$ cat config.mk
export PLATFORM = sky130hd
export DESIGN_NAME = pc_unit
export DESIGN_NICKNAME = d
export VERILOG_FILES = /design/src/rtl/pc_unit_pkg.sv /design/src/rtl/pc_fetch_counter.sv /design/src/rtl/pc_unit.sv
export SDC_FILE = /design/constraint.sdc
export NUM_CORES = 1
export LEC_CHECK = 0
export ABC_AREA = 1
export BUFFER_PORTS_ARGS = -buffer_cell sky130_fd_sc_hd__clkbuf_2
export CAP_MARGIN = 20
export CORE_UTILIZATION = 54
export CTS_BUF_LIST = sky130_fd_sc_hd__clkbuf_8
export CTS_CLUSTER_SIZE = 24
export DETAILED_ROUTE_END_ITERATION = 16
export GPL_ROUTABILITY_DRIVEN = 0
export PLACE_DENSITY = 0.9
export SYNTH_ARGS = -nofsm -noshare
export SYNTH_HDL_FRONTEND = slang
export SYNTH_SLANG_ARGS = --single-unit
$ cat constraint.sdc
create_clock -name i_clk -period 2.7 [get_ports i_clk]
set_clock_uncertainty 0.15 [all_clocks]
set_input_delay 0.54 -clock i_clk [delete_from_list [all_inputs] [get_ports i_clk]]
set_output_delay 0.54 -clock i_clk [all_outputs]
set_load 0.05 [all_outputs]
$ cat src/rtl/pc_unit_pkg.sv
// pc_unit_pkg: state encoding and default parameter values shared by the PC controller files.
package pc_unit_pkg;
    typedef enum logic [1:0] {
        STATE_PCU_IDLE   = 2'd0,
        STATE_PCU_RUN    = 2'd1,
        STATE_PCU_HALTED = 2'd2
    } pcu_state_t;
    localparam int DEF_PC_SIZE      = 32;
    localparam int DEF_RESET_VECTOR = 0;
    localparam int DEF_PC_STEP      = 4;
    localparam int DEF_CNT_SIZE     = 32;
endpackage

$ cat src/rtl/pc_fetch_counter.sv
// pc_fetch_counter: saturating up-counter with synchronous clear.
module pc_fetch_counter
    import pc_unit_pkg::*;
#(
    parameter int CNT_SIZE = DEF_CNT_SIZE
) (
    input  logic                i_clk,
    input  logic                i_reset,
    input  logic                i_clear,
    input  logic                i_inc,
    output logic [CNT_SIZE-1:0] o_count
);
    always_ff @(posedge i_clk or posedge i_reset) begin
        if (i_reset)
            o_count <= '0;
        else if (i_clear)
            o_count <= '0;
        else if (i_inc && o_count != '1)
            o_count <= o_count + CNT_SIZE'(1);
    end
endmodule

$ cat src/rtl/pc_unit.sv
// pc_unit: IF-stage program counter with stall, redirect, halt/restart, flush and single-step control.
module pc_unit
    import pc_unit_pkg::*;
#(
    parameter int PC_SIZE      = DEF_PC_SIZE,
    parameter int RESET_VECTOR = DEF_RESET_VECTOR,
    parameter int PC_STEP      = DEF_PC_STEP,
    parameter int CNT_SIZE     = DEF_CNT_SIZE
) (
    input  logic                i_clk,
    input  logic                i_reset,
    input  logic                i_enable,
    input  logic                i_run_mode,
    input  logic                i_step,
    input  logic                i_stall,
    input  logic                i_redirect,
    input  logic [PC_SIZE-1:0]  i_redirect_pc,
    input  logic                i_halt,
    input  logic                i_restart,
    input  logic                i_flush,
    output logic [PC_SIZE-1:0]  o_pc,
    output logic [PC_SIZE-1:0]  o_pc_next_seq,
    output logic                o_valid,
    output logic                o_halted,
    output logic                o_misaligned,
    output logic [1:0]          o_state,
    output logic [CNT_SIZE-1:0] o_fetch_count
);
    localparam logic [PC_SIZE-1:0] RV   = PC_SIZE'(RESET_VECTOR);
    localparam logic [PC_SIZE-1:0] MASK = PC_SIZE'(PC_STEP - 1);

    pcu_state_t state;
    logic       adv, run, tgt_bad, inc;

    assign adv           = i_run_mode | i_step;
    assign run           = state == STATE_PCU_RUN;
    assign tgt_bad       = |(i_redirect_pc & MASK);
    assign o_pc_next_seq = o_pc + PC_SIZE'(PC_STEP);
    assign o_valid       = run & adv & ~i_stall;
    assign o_halted      = state == STATE_PCU_HALTED;
    assign o_state       = state;
    // An accepted update is an aligned redirect or an unstalled advance; halt takes precedence.
    assign inc = i_enable & run & ~i_flush & adv & ~i_halt & (i_redirect ? ~tgt_bad : ~i_stall);

    always_ff @(posedge i_clk or posedge i_reset) begin
        if (i_reset) begin
            state        <= STATE_PCU_IDLE;
            o_pc         <= RV;
            o_misaligned <= 1'b0;
        end else if (i_enable) begin
            if (i_flush) begin
                state        <= STATE_PCU_IDLE;
                o_pc         <= RV;
                o_misaligned <= 1'b0;
            end else begin
                case (state)
                    STATE_PCU_IDLE: state <= STATE_PCU_RUN;
                    STATE_PCU_RUN: begin
                        if (i_halt && adv)
                            state <= STATE_PCU_HALTED;
                        else if (i_redirect && adv) begin
                            if (tgt_bad) begin
                                o_misaligned <= 1'b1;
                                state        <= STATE_PCU_HALTED;
                            end else
                                o_pc <= i_redirect_pc;
                        end else if (adv && !i_stall)
                            o_pc <= o_pc_next_seq;
                    end
                    STATE_PCU_HALTED: begin
                        if (i_restart) begin
                            state <= STATE_PCU_IDLE;
                            o_pc  <= RV;
                        end
                    end
                    default: state <= STATE_PCU_IDLE;
                endcase
            end
        end
    end

    pc_fetch_counter #(.CNT_SIZE(CNT_SIZE)) u_cnt (
        .i_clk   (i_clk),
        .i_reset (i_reset),
        .i_clear (i_enable & i_flush),
        .i_inc   (inc),
        .o_count (o_fetch_count)
    );
endmodule

# ---- Yosys cells after proc, flatten, opt, wreduce, memory -nomap -nowiden
# Index checks and enable logic that the tools add are counted.
dict set report totals {
  register_bits 67
  input_bits 42
  output_inout_bits 101
  elab_cells 65
}
dict set report classes {
  add_sub_neg 2
  n_eq_ne 10
  n_mux 21
  bitwise 13
  n_reduce_logical 15
}
# cell count
set op_table {}
lappend op_table {{two-way mux 32 bit} 8}
lappend op_table {{case mux 32 bit (2 select lines)} 1}
lappend op_table {{adder 32 x 1 -> 32 bit, second input constant} 1}
lappend op_table {{adder 32 x 3 -> 32 bit, second input constant} 1}
lappend op_table {{!= test 32 bit, second input constant} 1}
lappend op_table {{!= test 4 x 2 -> 1 bit, second input constant} 3}
lappend op_table {{two-way mux 2 bit} 5}
lappend op_table {{bitwise AND 1 bit} 8}
lappend op_table {{nonzero test 2 bit} 4}
lappend op_table {{two-way mux 1 bit} 6}
lappend op_table {{!= test 3 bit, second input constant} 2}
lappend op_table {{case mux 2 bit (3 select lines)} 1}
lappend op_table {{AND reduction 6 bit} 1}
lappend op_table {{AND reduction 5 bit} 1}
lappend op_table {{logical AND 1 bit} 4}
lappend op_table {{!= test 4 bit, second input constant} 1}
lappend op_table {{NOT 1 bit} 4}
lappend op_table {{AND reduction 4 bit} 1}
lappend op_table {{nonzero test 3 bit} 1}
lappend op_table {{== test 2 x 1 -> 1 bit, second input constant} 1}
lappend op_table {{== test 2 bit, second input constant} 1}
lappend op_table {{logical NOT 2 bit} 1}
lappend op_table {{!= test 2 bit, second input constant} 1}
lappend op_table {{OR reduction 2 bit} 1}
lappend op_table {{other kinds (2)} 2}

# ---- Depth between registers and ports, before layout
dict set report logic_depth {
  ltp_word 9
  ltp_mapped 12
}

# ---- Hierarchy
# From an unflattened synthesis, not the netlist that was laid out.
dict set report unflattened {
  hier_cells 828
  area_unflattened_um2 5087.4
}
# mod instances cells_per_inst area_each_um2 seq_area_each_um2
set modules_own_cells {}
lappend modules_own_cells {pc_unit 1 468 2812.7 875.8}
lappend modules_own_cells {pc_fetch_counter 1 360 2274.7 800.8}

# ---- Least setup slack after synthesis
# No wires, ideal clock.
dict set report synth_path {
  kind {register to output}
  from {register o_pc[2]}
  to {output o_pc_next_seq[15]}
  t_arrival_ps 2466
  required_ps 2010
  path_slack_ps -456
  path_stages_with_launch 6
  n_path_buf 0
  cell_sequence {dfrtp_1 -> inv_1 -> nor2_2 -> nand2_1 -> nor2_2 -> xor2_1}
}
dict set report synth_between {
  elab_chain_len 1
}
# item line
set synth_lines {}
lappend synth_lines {{from (decl)} pc_unit.sv:21} ;# output logic [PC_SIZE-1:0] o_pc,
lappend synth_lines {{from (signal assigned)} pc_unit.sv:66} ;# o_pc <= i_redirect_pc;
lappend synth_lines {{from (signal assigned)} pc_unit.sv:68} ;# o_pc <= o_pc_next_seq;
lappend synth_lines {{adder 32 x 3 -> 32 bit} pc_unit.sv:38} ;# assign o_pc_next_seq = o_pc + PC_SIZE'(PC_STEP);
lappend synth_lines {{to (decl)} pc_unit.sv:22} ;# output logic [PC_SIZE-1:0] o_pc_next_seq,
# No other way between the ends.

# ---- Worst setup path after layout
dict set report layout_path {
  from {register o_pc[17]}
  to {output o_pc_next_seq[31]}
}
# Same word-level chain as after synthesis.

==> results.toml <==
[timing]
layout_setup_ws_ns = 0.0428
slew_headroom_pct = 59.6
clock.fmax_mhz = 376
worst_pin_slew_ns = 0.605
drv_slew = 0
setup_tns_ns = 0
hold_violations = 0
setup_viol = 0
hold_ws_ns = 0.0956
period_needed_ns = 2.66
min_period_over_period_pct = 98.4

[clock_tree]
clk_pin_slew_ns = 0.07
clock-sinks = 67
htree_num_levels = 3
clockRootBuffer = "clkbuf_8"
cts-buffers-inserted = 9
clockBufferDepth = 2
cts_tree = "built"
clk_latency_ns = 0.35

[setup_path]
cp_max_fo = 5
timing.rr.end = "u_cnt.o_count[5]"
ff2ff_setup_slack_ns = 0.55
cp.arrival_ns = 1.97
cpMaxStageDelayCell = "dfrtp_1"
crit_type = "register to output pin"
start_kind = "register"
crit_chain = "nand2_1 > nor2_1 > nand2_1 > nor2_1 > nand3b_1 > nand2_1 > buf_2"
critPathMaxStageDelay_ns = 0.48
rr_startpoint = "u_cnt.o_count[1]"
cp-end-kind = "output pin"
critPathRequiredTime_ns = 2.01
r2r_cells = 11
cpMostUsedCell = "nand2_1"

[floorplanning]
ios = 143
fp-row-count = 34
die_h_um = 96.5
initial_utilization_pct = 55.6
core_area_sq_mm = 0.00868
die_w_um = 96.5
dieArea_sq_mm = 0.00932

[yosys]
ys_ff_latch = 67
syn_inst = 749
syn_nets = 793
yosysSeqAreaShare_pct = 34.7
synth_area_sq_mm = 0.00483
ys_types = 33
yosys_warnings = 0
synth.avg_cell_area_sq_um = 6.44

[cells_and_area]
nets = 938
design_area_sq_mm = 0.00612
fillers = 725
layout_common_cells = "nand2_1, clkbuf_2, nor2_1, nand3_1, dfrtp_1"
fin_cells = 1007
fin_util_pct = 70.5
drive_gt1_share_pct = 27.0
final_common_cell = "nand2_1"
area_growth_pct = 26.7
diodes = 0

[power]
power_density_mw_per_mm2 = 393
finalPower_mw = 2.40
ir_worst_vdd_mv = 0.246
power_leakage_nw = 3.10

[placement]
dp_cells = 988
post-place-ws_ns = 0.0990
portBuffers = 142
hpwl_um = 10400
place_area_sq_mm = 0.00574

[drt]
wl_per_cell_um = 14.2
via_count = 5423
first_iter_violations = 374
totalWireLength_um = 14300
ant_nets = 0
viasPerCell = 5.39
first_pass_iters = 7
drc_errors = 0

[global_routing]
grt_first_pass_wirelength_um = 22300
grt_util_all_layers_pct = 31.2
grt_pass1_vias = 4786
grt_overflow = 0
antenna_found_initial = 0
grt_max_degree = 68

[flow_run]
maxCapViolations = 0

[status]
status = "finished, final reports clean"

[worst_hold_path]
hp-class = "primary input to async pin"
==> cells in the mapped netlist <==
master,count,area share (%)
nand4_1,21,2.7
nor2_2,8,1.0
nor2_1,105,8.2
a21oi_4,1,0.34
a21boi_0,1,0.16
inv_4,1,0.13
a21oi_1,4,0.41
buf_4,4,0.62
nor2_4,7,1.6
and2_1,6,0.78
ha_1,2,0.52
nand2_1,323,25
buf_1,1,0.078
o21ai_1,2,0.21
buf_6,2,0.47
nand2_4,4,0.93
o21bai_1,3,0.47
clkbuf_1,2,0.16
dfrtp_1,67,35
nand3b_1,9,1.4
inv_1,52,4.0
o21ai_0,8,0.83
xor2_1,16,2.9
buf_2,7,0.73
buf_8,1,0.31
or2_2,7,0.91
xnor2_1,7,1.3
nand2_2,12,1.6
inv_2,1,0.078
nor3_1,2,0.21
nand3_4,1,0.36
nand3_1,61,6.3
nor2_8,1,0.41
==> worst max-delay path: cells and delay by family (launching register included) <==
kind	cells	cell delay, ns
AND/OR/NAND/NOR	6	0.86
flip-flops	1	0.48
buffers and inverters	1	0.27
==> cells by family after synthesis <==
logic type,count (synthesis),synth area share (%)
DFF,67,34.7
AOI/OAI and AO/OA,19,2.41
buffers and inverters,71,6.61
xor gates and xnor gates,23,4.17
and+or+nand+nor,567,51.6
adders and majority gates,2,0.518
==> state kept, by name, summed over array words and instances (netlist names) <==
| signal | flops |
|---|---|
| o_pc | 32 |
| u_cnt.o_count | 32 |
| o_state | 2 |
| o_misaligned | 1 |
==> per-layer routing <==
layer / up-vias / GRT usage, % / routed length, um
met1: 2486 / 40.0 / 5820
met2: 261 / 51.8 / 6900
met3: 50 / 4.62 / 1130
met5: - / 0 / 0
li1: 2626 / - / -
met4: 0 / 14.5 / 471
==> worst max path at each step <==
stage,start,to,slack [ns],cells past startpoint
2_1_floorplan,o_pc[3],o_pc_next_seq[20],-0.06,7
3_3_place_gp,o_pc[2],o_pc_next_seq[20],0.17,8
3_5_place_dp,o_pc[2],o_pc_next_seq[20],0.1,8
4_1_cts,o_pc[4],o_pc_next_seq[23],-0.04,7
5_1_grt,o_pc[10],o_pc_next_seq[21],-0.08,8
6_report,o_pc[17],o_pc_next_seq[31],0.04,7
==> final cells by class <==
| cell class | instances | area (sq um) | share of cell area [%] |
|---|---|---|---|
| multi-input combinational | 611 | 3000 | 49.0 |
| inverter | 54 | 205 | 3.35 |
| timing repair buffer | 151 | 878 | 14.4 |
| clock inverter | 4 | 41.3 | 0.675 |
| tap | 108 | 135 | 2.21 |
| clock buffer | 12 | 165 | 2.70 |
| sequential | 67 | 1690 | 27.7 |
==> what timing repair did <==
action,in CTS,in global routing
buffers inserted,1,2
pin swaps,2,4
endpoints found under the setup margin,14,23
resized for setup,22,33
hold buffers,0,0
==> where the power goes <==
group	total (mW)	switching (mW)	internal (mW)
Combinational	0.446	0.332	0.114
Clock	0.885	0.392	0.493
Sequential	1.07	0.0432	1.03
Total	2.40	0.767	1.64
Note: power is estimated with default switching activity, not from simulation.
